==> config.mk <==
export PLATFORM = sky130hd
export DESIGN_NAME = stage_sequencer
export DESIGN_NICKNAME = d
export VERILOG_FILES = /design/src/rtl/sequencer_pkg.sv /design/src/rtl/stage_sequencer.sv
export SDC_FILE = /design/constraint.sdc
export NUM_CORES = 1
export LEC_CHECK = 0
export BUFFER_PORTS_ARGS = -buffer_cell sky130_fd_sc_hd__buf_2
export CORE_MARGIN = 8
export CORE_UTILIZATION = 45
export DETAILED_ROUTE_END_ITERATION = 6
export PLACE_DENSITY = 0.68
export SLEW_MARGIN = 15
export SYNTH_ARGS = -nofsm -noshare
export SYNTH_HDL_FRONTEND = slang
export SYNTH_SLANG_ARGS = --single-unit
==> constraint.sdc <==
create_clock -name clk -period 3.5 [get_ports clk]
set_clock_uncertainty 0.2 [all_clocks]
set_input_delay 0.175 -clock clk [delete_from_list [all_inputs] [get_ports clk]]
set_output_delay 0.175 -clock clk [all_outputs]
set_load 0.02 [all_outputs]
==> src/rtl/sequencer_pkg.sv <==
// Shared types for the LEGv8 stage sequencer: phase encoding and datapath word width.
package sequencer_pkg;

  // Matches the WORD width used by the datapath constants.
  localparam int WORD = 64;

  typedef enum logic [2:0] {
    PH_IDLE      = 3'd0,
    PH_FETCH     = 3'd1,
    PH_DECODE    = 3'd2,
    PH_EXECUTE   = 3'd3,
    PH_MEMORY    = 3'd4,
    PH_WRITEBACK = 3'd5,
    PH_HALTED    = 3'd6
  } phase_t;

endpackage

==> src/rtl/stage_sequencer.sv <==
// Single-clock control FSM that steps the non-pipelined LEGv8 core through its five stages
// and issues one-cycle stage enables in place of the old oscillator/delay-chain phase clocks.
//
// state        | meaning
// PH_IDLE      | waiting for run; halt_req here halts immediately
// PH_FETCH     | instruction memory read
// PH_DECODE    | register file read
// PH_EXECUTE   | ALU cycle, no enables
// PH_MEMORY    | data memory access, waits on mem_ready up to MEM_TIMEOUT cycles
// PH_WRITEBACK | register write and PC update, instruction retires
// PH_HALTED    | stopped; only reset leaves
module stage_sequencer
  import sequencer_pkg::*;
#(
  parameter int MAX_INSTR   = 0,
  parameter int MEM_TIMEOUT = 15
) (
  input  logic            clk,
  input  logic            reset,
  input  logic            run,
  input  logic            mem_access,
  input  logic            mem_ready,
  input  logic            halt_req,
  output logic            pc_we,
  output logic            instr_mem_en,
  output logic            reg_read_en,
  output logic            mem_en,
  output logic            reg_write_en,
  output logic [2:0]      phase,
  output logic            busy,
  output logic            halted,
  output logic            mem_error,
  output logic [WORD-1:0] retired
);

  localparam int WAIT_W = $clog2(MEM_TIMEOUT + 1);
  localparam logic [WAIT_W-1:0] WAIT_LAST = WAIT_W'(MEM_TIMEOUT - 1);
  localparam logic [WORD-1:0]   MAX_CNT   = WORD'(MAX_INSTR);

  phase_t            state_q;
  phase_t            state_d;
  logic [WAIT_W-1:0] wait_q;
  logic              halt_q;
  logic              mem_error_q;
  logic [WORD-1:0]   retired_q;
  logic              limit_hit;
  logic              mem_stall;
  logic              mem_timeout;
  logic              busy_s;

  assign busy_s      = (state_q != PH_IDLE) && (state_q != PH_HALTED);
  assign mem_stall   = (state_q == PH_MEMORY) && mem_access && !mem_ready;
  assign mem_timeout = mem_stall && (wait_q == WAIT_LAST);
  assign limit_hit   = (MAX_INSTR != 0) && ((retired_q + WORD'(1)) == MAX_CNT);

  always_comb begin
    state_d = state_q;
    unique case (state_q)
      PH_IDLE: begin
        if (halt_req)  state_d = PH_HALTED;
        else if (run)  state_d = PH_FETCH;
      end
      PH_FETCH:   state_d = PH_DECODE;
      PH_DECODE:  state_d = PH_EXECUTE;
      PH_EXECUTE: state_d = PH_MEMORY;
      PH_MEMORY: begin
        if (!mem_stall)       state_d = PH_WRITEBACK;
        else if (mem_timeout) state_d = PH_HALTED;
      end
      PH_WRITEBACK: begin
        if (halt_q || limit_hit) state_d = PH_HALTED;
        else if (run)            state_d = PH_FETCH;
        else                     state_d = PH_IDLE;
      end
      PH_HALTED: state_d = PH_HALTED;
      default:   state_d = PH_IDLE;
    endcase
  end

  always_ff @(posedge clk) begin
    if (reset) begin
      state_q     <= PH_IDLE;
      wait_q      <= '0;
      halt_q      <= 1'b0;
      mem_error_q <= 1'b0;
      retired_q   <= '0;
    end else begin
      state_q <= state_d;
      // Held at zero outside MEMORY so every access starts its wait from zero.
      if (state_q != PH_MEMORY) wait_q <= '0;
      else if (mem_stall)       wait_q <= wait_q + WAIT_W'(1);
      if (halt_req && busy_s)   halt_q <= 1'b1;
      if (mem_timeout)          mem_error_q <= 1'b1;
      if (state_q == PH_WRITEBACK) retired_q <= retired_q + WORD'(1);
    end
  end

  assign instr_mem_en = (state_q == PH_FETCH);
  assign reg_read_en  = (state_q == PH_DECODE);
  assign mem_en       = (state_q == PH_MEMORY) && mem_access;
  assign reg_write_en = (state_q == PH_WRITEBACK);
  assign pc_we        = (state_q == PH_WRITEBACK);
  assign phase        = state_q;
  assign busy         = busy_s;
  assign halted       = (state_q == PH_HALTED);
  assign mem_error    = mem_error_q;
  assign retired      = retired_q;

endmodule

Word-level counts from Yosys, hierarchy flattened
Index checks and enable logic that the tools add are counted.
{"block": "totals", "ff_bits": 73, "latchBits": 0, "ram_bits": 0, "mem_bits_ro": 0, "input_bits": 6, "out_inout_bits": 75, "n_memories": 0}
{"block": "op_classes", "addsub": 2, "n_mul": 0, "div": 0, "n_lt_le_gt_ge": 0, "n_eq_ne": 11, "n_shift": 0, "mux": 7, "n_bitwise": 0, "reduce_logical": 10}
{"cell": "64-bit by 1-bit adder with 64-bit output (second input constant)", "count": 1}
{"cell": "3-bit one-hot mux with 7 select lines", "count": 1}
{"cell": "3-bit 2-to-1 mux", "count": 5}
{"cell": "3-bit inequality test (second input constant)", "count": 4}
{"cell": "3-bit == test (second input constant)", "count": 3}
{"cell": "3-bit by 2-bit == test with 1-bit output (second input constant)", "count": 2}
{"cell": "1-bit logical AND", "count": 5}
{"cell": "4-bit by 1-bit adder with 4-bit output (second input constant)", "count": 1}
{"cell": "4-bit == test (second input constant)", "count": 1}
{"cell": "3-bit by 1-bit == test with 1-bit output (second input constant)", "count": 1}
{"cell": "3-bit logical NOT", "count": 1}
{"cell": "3-bit nonzero test", "count": 1}
{"cell": "2-bit AND reduction", "count": 1}
{"cell": "2-bit OR reduction", "count": 1}
{"cell": "1-bit logical NOT", "count": 1}
{"cell": "1-bit 2-to-1 mux", "count": 1}

Logic depth before layout (Yosys ltp)
Gate-level depths: netlist (run 1).
{"block": "logic_depth", "ltp_word": 7, "mapped_depth": 7, "ltp_nobuf": 6}

Worst setup path after synthesis (run 1)
No wires, ideal clock.
{"block": "synth_timing", "kind": "register to register", "startpoint": "register retired_q[16] (netlist: retired[16])", "endpoint": "register retired_q[26] (netlist: retired[26])", "setup_time_ps": 128, "arrival_ps": 2044, "required_time_ps": 3172, "path_slack_ps": 1128, "path_stages_with_launch": 7, "path_buffers": 1, "period_less_slack_ps": 2372, "cell_sequence": "dfxtp_1 -> nand4_2 -> or4_1 -> buf_2 -> or4_4 -> xor2_1 -> nor2_1"}
{"block": "synth_between", "elab_chain_len": 1}
{"item": "start: declaration", "line": "stage_sequencer.sv:45", "text": "logic [WORD-1:0] retired_q;"}
{"item": "start signal: assignment", "line": "stage_sequencer.sv:94", "text": "if (state_q == PH_WRITEBACK) retired_q <= retired_q + WORD'(1);"}
{"item": "64-bit by 1-bit adder with 64-bit output", "line": "stage_sequencer.sv:94"}
No other way between the ends.
A chain may end at the register's enable or synchronous reset.

Worst setup path in the final report (run 1)
{"block": "layout_timing", "startpoint": "register state_q[2] (netlist: phase[2])", "endpoint": "register retired_q[58] (netlist: retired[58])"}
{"block": "layout_between", "elab_chain_len": 1}
{"item": "start: declaration", "line": "stage_sequencer.sv:40", "text": "phase_t state_q;"}
{"item": "start signal: assignment", "line": "stage_sequencer.sv:88", "text": "state_q <= state_d;"}
{"item": "3-bit == test", "line": "stage_sequencer.sv:94"}
No other way between the ends.

==> results of run 1 <==
## per-stage QoR
| step | setup WS, ps | hold WS (ps) | power (mW) | area [sq um] |
|---|---|---|---|---|
| 6_report | 856 | 34.9 | 1.67 | 4320 |
| 5_1_grt | 657 | 88.8 | 1.75 | 4320 |
| 4_1_cts | 846 | 22.7 | 1.69 | 4320 |
| 3_5_place_dp | 870 | 253 | 1.04 | 4110 |
| 3_3_place_gp | 961 | 246 | 1.04 | 4110 |
| 2_1_floorplan | 1130 | 115 | 1.00 | 3610 |
## worst max-delay path, stage by stage, from the launching register on
cell	delay, ps
dfxtp_1	580
and3b_1	410
and4_1	240
buf_4	180
nand4_2	250
or4_1	570
a21oi_1	150
## flip-flops by register name, indices dropped and copies added (netlist names)
name	flops
halt_q	1
mem_error	1
phase	3
retired	64
wait_q	4
## cell usage after synthesis, drive strengths merged (2+ instances only)
cell type and count:
a21oi 25, a31oi 2, and2 3, and3 8, and3b 2, and4 5, buf 6, clkbuf 12
dfxtp 73, ha 3, inv 13, mux2i 2, nand2 24, nand2b 2, nand3 22, nand3b 2
nand4 32, nand4b 3, nor2 60, nor3 10, nor3b 2, nor4 13, nor4b 2, o21ai 14
o31ai 6, or2 2, or3 15, or4 7, xnor2 18, xor2 28
## per-layer routing
| layer | share of wire (%) | wire length (microns) | vias up |
|---|---|---|---|
| li1 | - | - | 1704 |
| met1 | 45 | 4170 | 1589 |
| met3 | 6.4 | 600 | 15 |
| met4 | 1.7 | 162 | 0 |
| met2 | 47 | 4390 | 82 |
| met5 | 0 | 0 | - |
## report_power, final
| group | switching [mW] | internal [mW] | leakage [nW] | total, mW |
|---|---|---|---|---|
| logic | 0.0896 | 0.0615 | 1.00 | 0.151 |
| registers | 0.0322 | 0.842 | 0.589 | 0.875 |
| clock network | 0.300 | 0.348 | 0.0974 | 0.648 |
| total | 0.422 | 1.25 | 1.69 | 1.67 |
## area by class of cell
class | instances | area [sq um]
clock buffers | 13 | 149
clock inverters | 3 | 40.0
flip-flops and latches | 73 | 1460
repair buffers | 88 | 465
inverters | 13 | 48.8
multi-input cells | 323 | 2020
fillers | 771 | 3450
well taps | 102 | 128
## kinds of logic (layout without fill, tap and decap cells)
kind of cell    Yosys count  after routing  share of synthesized area, %
simple gates            218            218                          34.6
flops                    73             73                          40.5
compound gates           54             54                          8.70
xor+xnor                 46             46                          11.2
buf+inv                  31            117                          3.50
fa+ha+maj                 3              3                          1.04
mux                       2              2                         0.554
## what timing repair did
action / 4_1_cts / 5_1_grt
endpoints found under the setup margin: 0 / 0
hold buffers: 2 / 0
hold endpoints to repair: 4 / 0
## worst paths after layout
kind                     startpoint                       end  slack, ps  depth (start not counted)
max           phase[2]$_SDFFE_PP0P_  retired[58]$_SDFFE_PP0N_        860                          6
min                             run     phase[1]$_SDFFE_PP0P_         30                          3
max reg2reg   phase[2]$_SDFFE_PP0P_  retired[58]$_SDFFE_PP0N_        860                          6
min reg2reg  mem_error$_SDFFE_PP0P_    mem_error$_SDFFE_PP0P_        290                          2
==> results_dict.tcl, run 1 <==
set metrics [dict create \
    outcome "finished, final reports clean" \
    setup_viol 0 \
    grt_busiest_layer "met2" \
    die_h_microns 106 \
    htreeDepth 3 \
    syn_to_final_growth_pct 19.5 \
    post-route-period-util_pct 75.5 \
    die_area_sq_mm 0.0111 \
    crit_path_max_fanout 15 \
    dp_hpwl_microns 6920 \
    worstPathRequired_ps 3580 \
    io_pins 81 \
    leakage_nw 1.69 \
    first_pass_iters 5 \
    power_density_mw_per_mm2 388 \
    use_met1_pct 20.1 \
    grt_pass1_wl_microns 15900 \
    setup_tns_ps 0 \
    grt_max_degree 42 \
    die_w_microns 106 \
    final_util_pct 55.6 \
    grt_util_met2_pct 28.3 \
    period_needed_ps 2640 \
    max_freq_ghz 0.378 \
    yosys_warnings 0 \
    wl_per_cell_microns 15.2 \
    hold_viol 0 \
    clkTransAtPathRegs_ps 80 \
    postRouteAntennaNets 0 \
    drt_iter0_drc 152 \
    synth_cells 427 \
    synth_edf_count 0 \
    synth_flop_cell "dfxtp_1" \
    vias 3390 \
    clk_latency_ps 350 \
    layout_commonest_cell "buf_2" \
    overflow 0 \
    rsz0062_at_grt "false" \
    cts_tree "done" \
    cap_violations 0 \
    grt_pass1_vias 3296 \
    routed_via_density 5.51 \
    ir_drop_mv 0.278 \
    final_cell_mix "buf_2 (80), dfxtp_1 (73), nor2_1 (60)" \
    portBuffers 80 \
    synth.net_count 436 \
    antenna_cells 0 \
    synth.top_cell.area_share_pct 40.5 \
    rows 32 \
    start_kind "register" \
    cts_sinks 73 \
    slew_headroom_pct 48.6 \
    final_nets 517 \
    yosys.area.top_type "dfxtp_1" \
    routed_wl_microns 9330 \
    cts_setup_buffers 0 \
    syn_avg_cell_area_sq_um 8.46 \
    synth_area_sq_mm 0.00361 \
    ys_ff_latch 73 \
    endpoint_kind "register" \
    grt_antenna_before_repair 0 \
    core_area_sq_mm 0.00777 \
    path_class "reg2reg" \
    drc 0 \
    synthTopCellsByArea "dfxtp_1 (40%), xor2_1 (6.8%), nor2_1 (6.2%), nand4_1 (4.5%), xnor2_1 (4.4%)" \
    fin_cells 615 \
    drive_gt1_share_pct 23.2 \
    worst_pin_slew_ps 771 \
    drv_slew 0 \
    yosysSeqAreaShare_pct 40.5 \
    async_flop_share_pct 0 \
    numCtsBuffers 9 \
    place_inst 597 \
    cts_max_path_buffers 2 \
    use_met3_pct 4.99 \
    root_buffer "clkbuf_8" \
    synth_cell_types 52 \
    cts.repair.resized 0 \
    gp_congestion 0.835 \
    globalRouteTotalUtil_pct 17.0 \
    critical_path_arrival_ps 2720 \
    hp-class "in2reg" \
    start_util_pct 46.5 \
]
No activity file was read; power rests on OpenSTA's default activity.
==> run 2: changes to the inputs <==
--- a/config.mk
+++ b/config.mk
@@ -9,7 +9,7 @@
 export CORE_MARGIN = 8
 export CORE_UTILIZATION = 45
 export DETAILED_ROUTE_END_ITERATION = 6
-export PLACE_DENSITY = 0.68
+export PLACE_DENSITY = 0.71
 export SLEW_MARGIN = 15
 export SYNTH_ARGS = -nofsm -noshare
 export SYNTH_HDL_FRONTEND = slang
==> constraint.sdc (replaced) <==
create_clock -name clk -period 2.33 [get_ports clk]
set_clock_uncertainty 0.2 [all_clocks]
set_input_delay 0.1165 -clock clk [delete_from_list [all_inputs] [get_ports clk]]
set_output_delay 0.1165 -clock clk [all_outputs]
set_load 0.02 [all_outputs]
==> run 2 against run 1 <==
  * Clock power is 120% higher
  * Sequential share of layout area is 3.7 points lower
  * Wire length is 6.1% higher
  * Hold slack better by 10 ps
  * Die area stayed put
  * Non-clock buffer count is 53 higher
  * Cell count is 8.6% higher
  * Largest cell class unchanged
  * Highest routed layer unchanged
==> results_dict.tcl, run 2 (synthesized netlist as in run 1, its figures left out) <==
set metrics [dict create \
    vias 3650 \
    drive_gt1_share_pct 33.2 \
    clk_latency_ps 350 \
    dp_hpwl_microns 7360 \
    critPathLaunch "retired[28]$_SDFFE_PP0N_" \
    hp-class "in2reg" \
    worstPathRequired_ps 2410 \
    grt_pass1_wl_microns 16200 \
    setup_viol 0 \
    ir_drop_mv 0.423 \
    syn_to_final_growth_pct 35.2 \
    use_met1_pct 20.2 \
    period_needed_ps 2240 \
    multi_input_comb_area_sq_mm 0.00207 \
    crit_path_max_fanout 8 \
    drc 0 \
    slew_headroom_pct 61.4 \
    grt_max_degree 56 \
    layout_commonest_cell "buf_2" \
    cap_violations 0 \
    worst_pin_slew_ps 579 \
    nFillCells 695 \
    gp_congestion 0.917 \
    antenna_cells 0 \
    die_w_microns 106 \
    fin_cells 668 \
    die_area_sq_mm 0.0111 \
    cp.depth 7 \
    routed_wl_microns 9900 \
    grt_util_met2_pct 29.5 \
    core_area_sq_mm 0.00777 \
    htreeDepth 3 \
    min_delay_path_depth 5 \
    outcome "finished, final reports clean" \
    globalRouteTotalUtil_pct 17.4 \
    max_freq_ghz 0.447 \
    cp_top_family "simple AND/OR/NAND/NOR gates" \
    root_buffer "clkbuf_8" \
    crit_path_max_incr_delay_ps 420 \
    hold_viol 0 \
    r2r_setup_slack_ps 90 \
    final_nets 570 \
    cts_sinks 73 \
    ff2ff_path_depth 7 \
    largest_register_ffs 64 \
    routed_via_density 5.46 \
    start_kind "register" \
    numCtsBuffers 9 \
    timing.rr.start "retired[28]$_SDFFE_PP0N_" \
    final_cell_mix "buf_2 (80), dfxtp_1 (63), nor2_1 (60)" \
    place_inst 643 \
    io_pins 81 \
    overflow 0 \
    grt_pass1_vias 3575 \
    power_density_mw_per_mm2 615 \
    first_pass_iters 4 \
    portBuffers 80 \
    clkTransAtPathRegs_ps 80 \
    die_h_microns 106 \
    slowest_stage "dfxtp_1" \
    path_class "reg2reg" \
    rows 32 \
    wl_per_cell_microns 14.8 \
    postRouteAntennaNets 0 \
    cts_max_path_buffers 2 \
    regArea_sq_mm 0.00147 \
    cts_tree "done" \
    cpMostUsedCell "buf_4" \
    post-layout-total-power_mw 3.00 \
    grt_antenna_before_repair 0 \
    critical_path_arrival_ps 2310 \
    leakage_nw 2.03 \
    reg2reg_to "retired[56]$_SDFFE_PP0N_" \
    use_met3_pct 4.99 \
    post-route-period-util_pct 96.0 \
    endpoint_kind "register" \
    crit_buf_inv 2 \
    drt_iter0_drc 205 \
    worstPathCellList "nand4_4 -> buf_4 -> nor4_2 -> nand4_1 -> buf_4 -> or4_1 -> a21oi_1" \
    hold_end "wait_q[1]$_SDFFE_PP0P_" \
    grt_busiest_layer "met2" \
    drv_slew 0 \
    start_util_pct 46.5 \
    worstHoldStart "mem_ready" \
]
==> run 2: layer usage <==
layer | up-vias | wire, microns
met5 | - | 0
met4 | 0 | 148
met3 | 12 | 600
met2 | 95 | 4730
met1 | 1734 | 4420
li1 | 1809 | -
==> run 2: area by class of cell <==
type                    count  area share (%)
multi-input cells         323            42.4
flip-flops and latches     73            30.2
repair buffers            141            17.8
clock inverters             5            3.08
clock buffers              11            2.90
well taps                 102            2.61
inverters                  13            1.00
==> run 2: worst max path at each step <==
stage / end / slack [ps]
after global routing: retired[63]$_SDFFE_PP0N_ / -20
after floorplan: retired[26]$_SDFFE_PP0N_ / 1
final: retired[56]$_SDFFE_PP0N_ / 90
after CTS: retired[54]$_SDFFE_PP0N_ / 50
after detailed placement: retired[54]$_SDFFE_PP0N_ / 40
after global placement: retired[54]$_SDFFE_PP0N_ / 110
==> run 2: worst reg2reg max path, stage by stage, from the launching register on <==
cell and delay (ps):
dfxtp_1 420, nand4_4 170, buf_4 180, nor4_2 330
nand4_1 140, buf_4 170, or4_1 390, a21oi_1 170
==> run 2: where the power goes <==
| part | internal [mW] | switching, mW | leakage, nW |
|---|---|---|---|
| sequential | 1.27 | 0.0144 | 0.593 |
| combinational | 0.117 | 0.176 | 1.30 |
| clock | 0.958 | 0.472 | 0.144 |
==> run 2: repair_timing <==
item / CTS / global route
hold buffers: 4 / 0
endpoints found under the hold margin: 14 / 0
buffers inserted: 0 / 5
endpoints found under the setup margin: 0 / 15
gates resized for setup: 0 / 9
==> run 2: stage by stage <==
stage | worst slack, ps | area [sq um] | setup TNS, ps | hold WS [ps] | utilization, %
final | 94.3 | 4880 | 0 | 44.9 | 62.8
after global routing | -17.4 | 4880 | -25.3 | 71.5 | 62.8
after CTS | 48.2 | 4790 | 0 | 38.7 | 61.7
after detailed placement | 42.5 | 4460 | 0 | 188 | 57.5
after global placement | 112 | 4460 | 0 | 180 | 57.5
after floorplan | 1.48 | 3620 | 0 | 56.3 | -
==> run 3: changes to the inputs <==
--- a/config.mk
+++ b/config.mk
@@ -5,11 +5,13 @@
 export SDC_FILE = /design/constraint.sdc
 export NUM_CORES = 1
 export LEC_CHECK = 0
+export ABC_AREA = 1
 export BUFFER_PORTS_ARGS = -buffer_cell sky130_fd_sc_hd__buf_2
 export CORE_MARGIN = 8
 export CORE_UTILIZATION = 45
+export CTS_BUF_LIST = sky130_fd_sc_hd__clkbuf_16
 export DETAILED_ROUTE_END_ITERATION = 6
-export PLACE_DENSITY = 0.71
+export PLACE_DENSITY = 0.69
 export SLEW_MARGIN = 15
 export SYNTH_ARGS = -nofsm -noshare
 export SYNTH_HDL_FRONTEND = slang
==> run 3 against run 2 <==
  * Via count grew 34%
  * Area after synthesis up 21%
  * Highest routed layer unchanged
  * Combinational power rose by 62%
  * Critical endpoint is now retired[25]$_SDFFE_PP0N_
  * Sequential share of layout area fell by 2.0 points
==> results_dict.tcl, run 3 <==
set metrics [dict create \
    setup_viol 0 \
    grt_antenna_before_repair 0 \
    max_freq_ghz 0.471 \
    numCtsBuffers 9 \
    synth_cells 725 \
    fin_cells 950 \
    synth.net_count 734 \
    grt_pass1_wl_microns 22700 \
    cts_sinks 73 \
    yosys_warnings 0 \
    yosysSeqAreaShare_pct 33.6 \
    slew_headroom_pct 58.3 \
    power.switching_mw 0.909 \
    vias 4874 \
    start_util_pct 45.4 \
    cts_tree "done" \
    synth_area_sq_mm 0.00435 \
    hp-class "in2reg" \
    endpoint_kind "register" \
    htreeDepth 3 \
    cts_max_path_buffers 2 \
    clk_latency_ps 340 \
    worstPathRequired_ps 2360 \
    antenna_cells 0 \
    critical_path_arrival_ps 2160 \
    hold_viol 0 \
    cap_violations 0 \
    worst_pin_slew_ps 620 \
    largest_register_ffs 64 \
    core_area_sq_mm 0.00959 \
    portBuffers 80 \
    layout_commonest_cell "nand2_1" \
    post-route-period-util_pct 91.2 \
    overflow 0 \
    place_inst 932 \
    final_nets 822 \
    rows 36 \
    min_delay_path_depth 6 \
    power_density_mw_per_mm2 585 \
    synthTopCellsByArea "dfxtp_1 (34%), nand2_1 (16%), nor2_1 (14%), inv_1 (8.0%), a21oi_1 (4.8%)" \
    first_pass_iters 7 \
    drive_gt1_share_pct 15.5 \
    gp_congestion 0.925 \
    die_area_sq_mm 0.0131 \
    switching_share_pct 30.0 \
    die_w_microns 114 \
    syn_to_final_growth_pct 19.1 \
    synth_cell_types 34 \
    outcome "finished, final reports clean" \
    globalRouteTotalUtil_pct 22.0 \
    setup_tns_ps 0 \
    ff2ff_path_depth 9 \
    async_flop_share_pct 0 \
    pwr-share-clk_pct 40.5 \
    routed_wl_microns 14200 \
    clkTransAtPathRegs_ps 60 \
    cts_setup_buffers 0 \
    leakage_nw 2.17 \
    start_kind "register" \
    syn_avg_cell_area_sq_um 6.01 \
    final_cell_mix "nand2_1 (180), nor2_1 (162), inv_1 (95)" \
    die_h_microns 114 \
    period_needed_ps 2120 \
    rsz0062_at_grt "false" \
    p_comb_share_pct 15.7 \
    postRouteAntennaNets 0 \
    routed_via_density 5.13 \
    nFillCells 1015 \
    yosysMostFrequentCell "nand2_1" \
    ir_drop_mv 0.286 \
    synth_common_cells "nand2_1 (180), nor2_1 (163), inv_1 (93)" \
    drv_slew 0 \
    grt_pass1_vias 4526 \
    internal_power_mw 2.12 \
    synth_flop_cell "dfxtp_1" \
    crit_path_max_fanout 12 \
    yosys.area.top_type "dfxtp_1" \
    ys_ff_latch 73 \
    synth.top_cell.area_share_pct 33.6 \
    seq_power_share_pct 43.8 \
    path_class "reg2reg" \
    root_buffer "clkbuf_16" \
    dp_hpwl_microns 11000 \
    grt_max_degree 47 \
    io_pins 81 \
    drc 0 \
    wl_per_cell_microns 14.9 \
    synth_edf_count 0 \
    drt_iter0_drc 360 \
]
## run 3: cell types whose count changed after synthesis, moves of 17 or more
| cell | delta |
|---|---|
| nand2_1 | +156 |
| xor2_1 | -25 |
| a21oi_1 | +17 |
| xnor2_1 | -18 |
| nand3_1 | +20 |
| inv_1 | +80 |
| nor2_1 | +103 |
## run 3: layer usage
metal	up-vias	track usage [%]	share of wire, %
li1	2489	-	-
met2	170	35.3	44
met3	19	4.48	8.5
met1	2196	28.2	45
met5	-	0	0
met4	0	8.61	2.0
## run 3: critical path, stage by stage (launching register included)
cell,delay (ps)
dfxtp_1,450
inv_2,110
nor2_4,370
nand2_1,150
nor2_1,190
nand2_1,120
nor2_1,210
nand3_1,110
nand2_1,70
nor2_1,40
## run 3: final cells by class
class	count	area [sq um]	area share, %
well taps	133	166	3.21
multi-input cells	545	2480	47.8
flip-flops and latches	73	1460	28.2
inverters	97	364	7.02
clock buffers	9	225	4.34
repair buffers	87	460	8.88
clock inverters	6	28.8	0.555
## run 3: repair_timing
item / CTS / global route
endpoints found under the setup margin: 0 / 1
endpoints found under the hold margin: 6 / 0
resized for setup: 0 / 1
hold buffers: 3 / 0
## run 3: metrics by stage
stage / area (sq um) / hold slack [ps] / worst slack [ps] / power, mW / utilization, %
after global placement: 4900 / 222 / 227 / 1.81 / 51.1
after CTS: 5180 / 60.9 / 186 / 3.05 / 54.0
after global routing: 5180 / 79.1 / 10.6 / 3.15 / 54.0
after detailed placement: 4900 / 226 / 196 / 1.83 / 51.1
final: 5180 / 54.9 / 206 / 3.03 / 54.0
after floorplan: 4350 / 61.3 / 488 / 1.69 / -
## run 3: logic make-up (layout without fill, tap and decap cells)
group,after synthesis,after routing,synth area share [%]
buffers and inverters,107,199,9.57
DFF,73,73,33.6
xor gates and xnor gates,3,3,0.604
adders and majority gates,3,3,0.862
AOI/OAI and AO/OA,77,77,9.31
and+or+nand+nor,462,462,46.1
## run 3: worst paths after layout
| check | start | endpoint | slack [ps] |
|---|---|---|---|
| max | phase[2]$_SDFFE_PP0P_ | retired[25]$_SDFFE_PP0N_ | 210 |
| min | mem_access | wait_q[1]$_SDFFE_PP0P_ | 50 |
| max reg2reg | phase[2]$_SDFFE_PP0P_ | retired[25]$_SDFFE_PP0N_ | 210 |
| min reg2reg | mem_error$_SDFFE_PP0P_ | mem_error$_SDFFE_PP0P_ | 270 |
## run 3: power by group through the flow
stage	clock, mW	combinational [mW]	sequential, mW
after floorplan	0	0.307	1.38
after global placement	0	0.462	1.35
after detailed placement	0	0.472	1.35
after CTS	1.24	0.477	1.33
after global routing	1.30	0.520	1.33
final	1.23	0.475	1.33
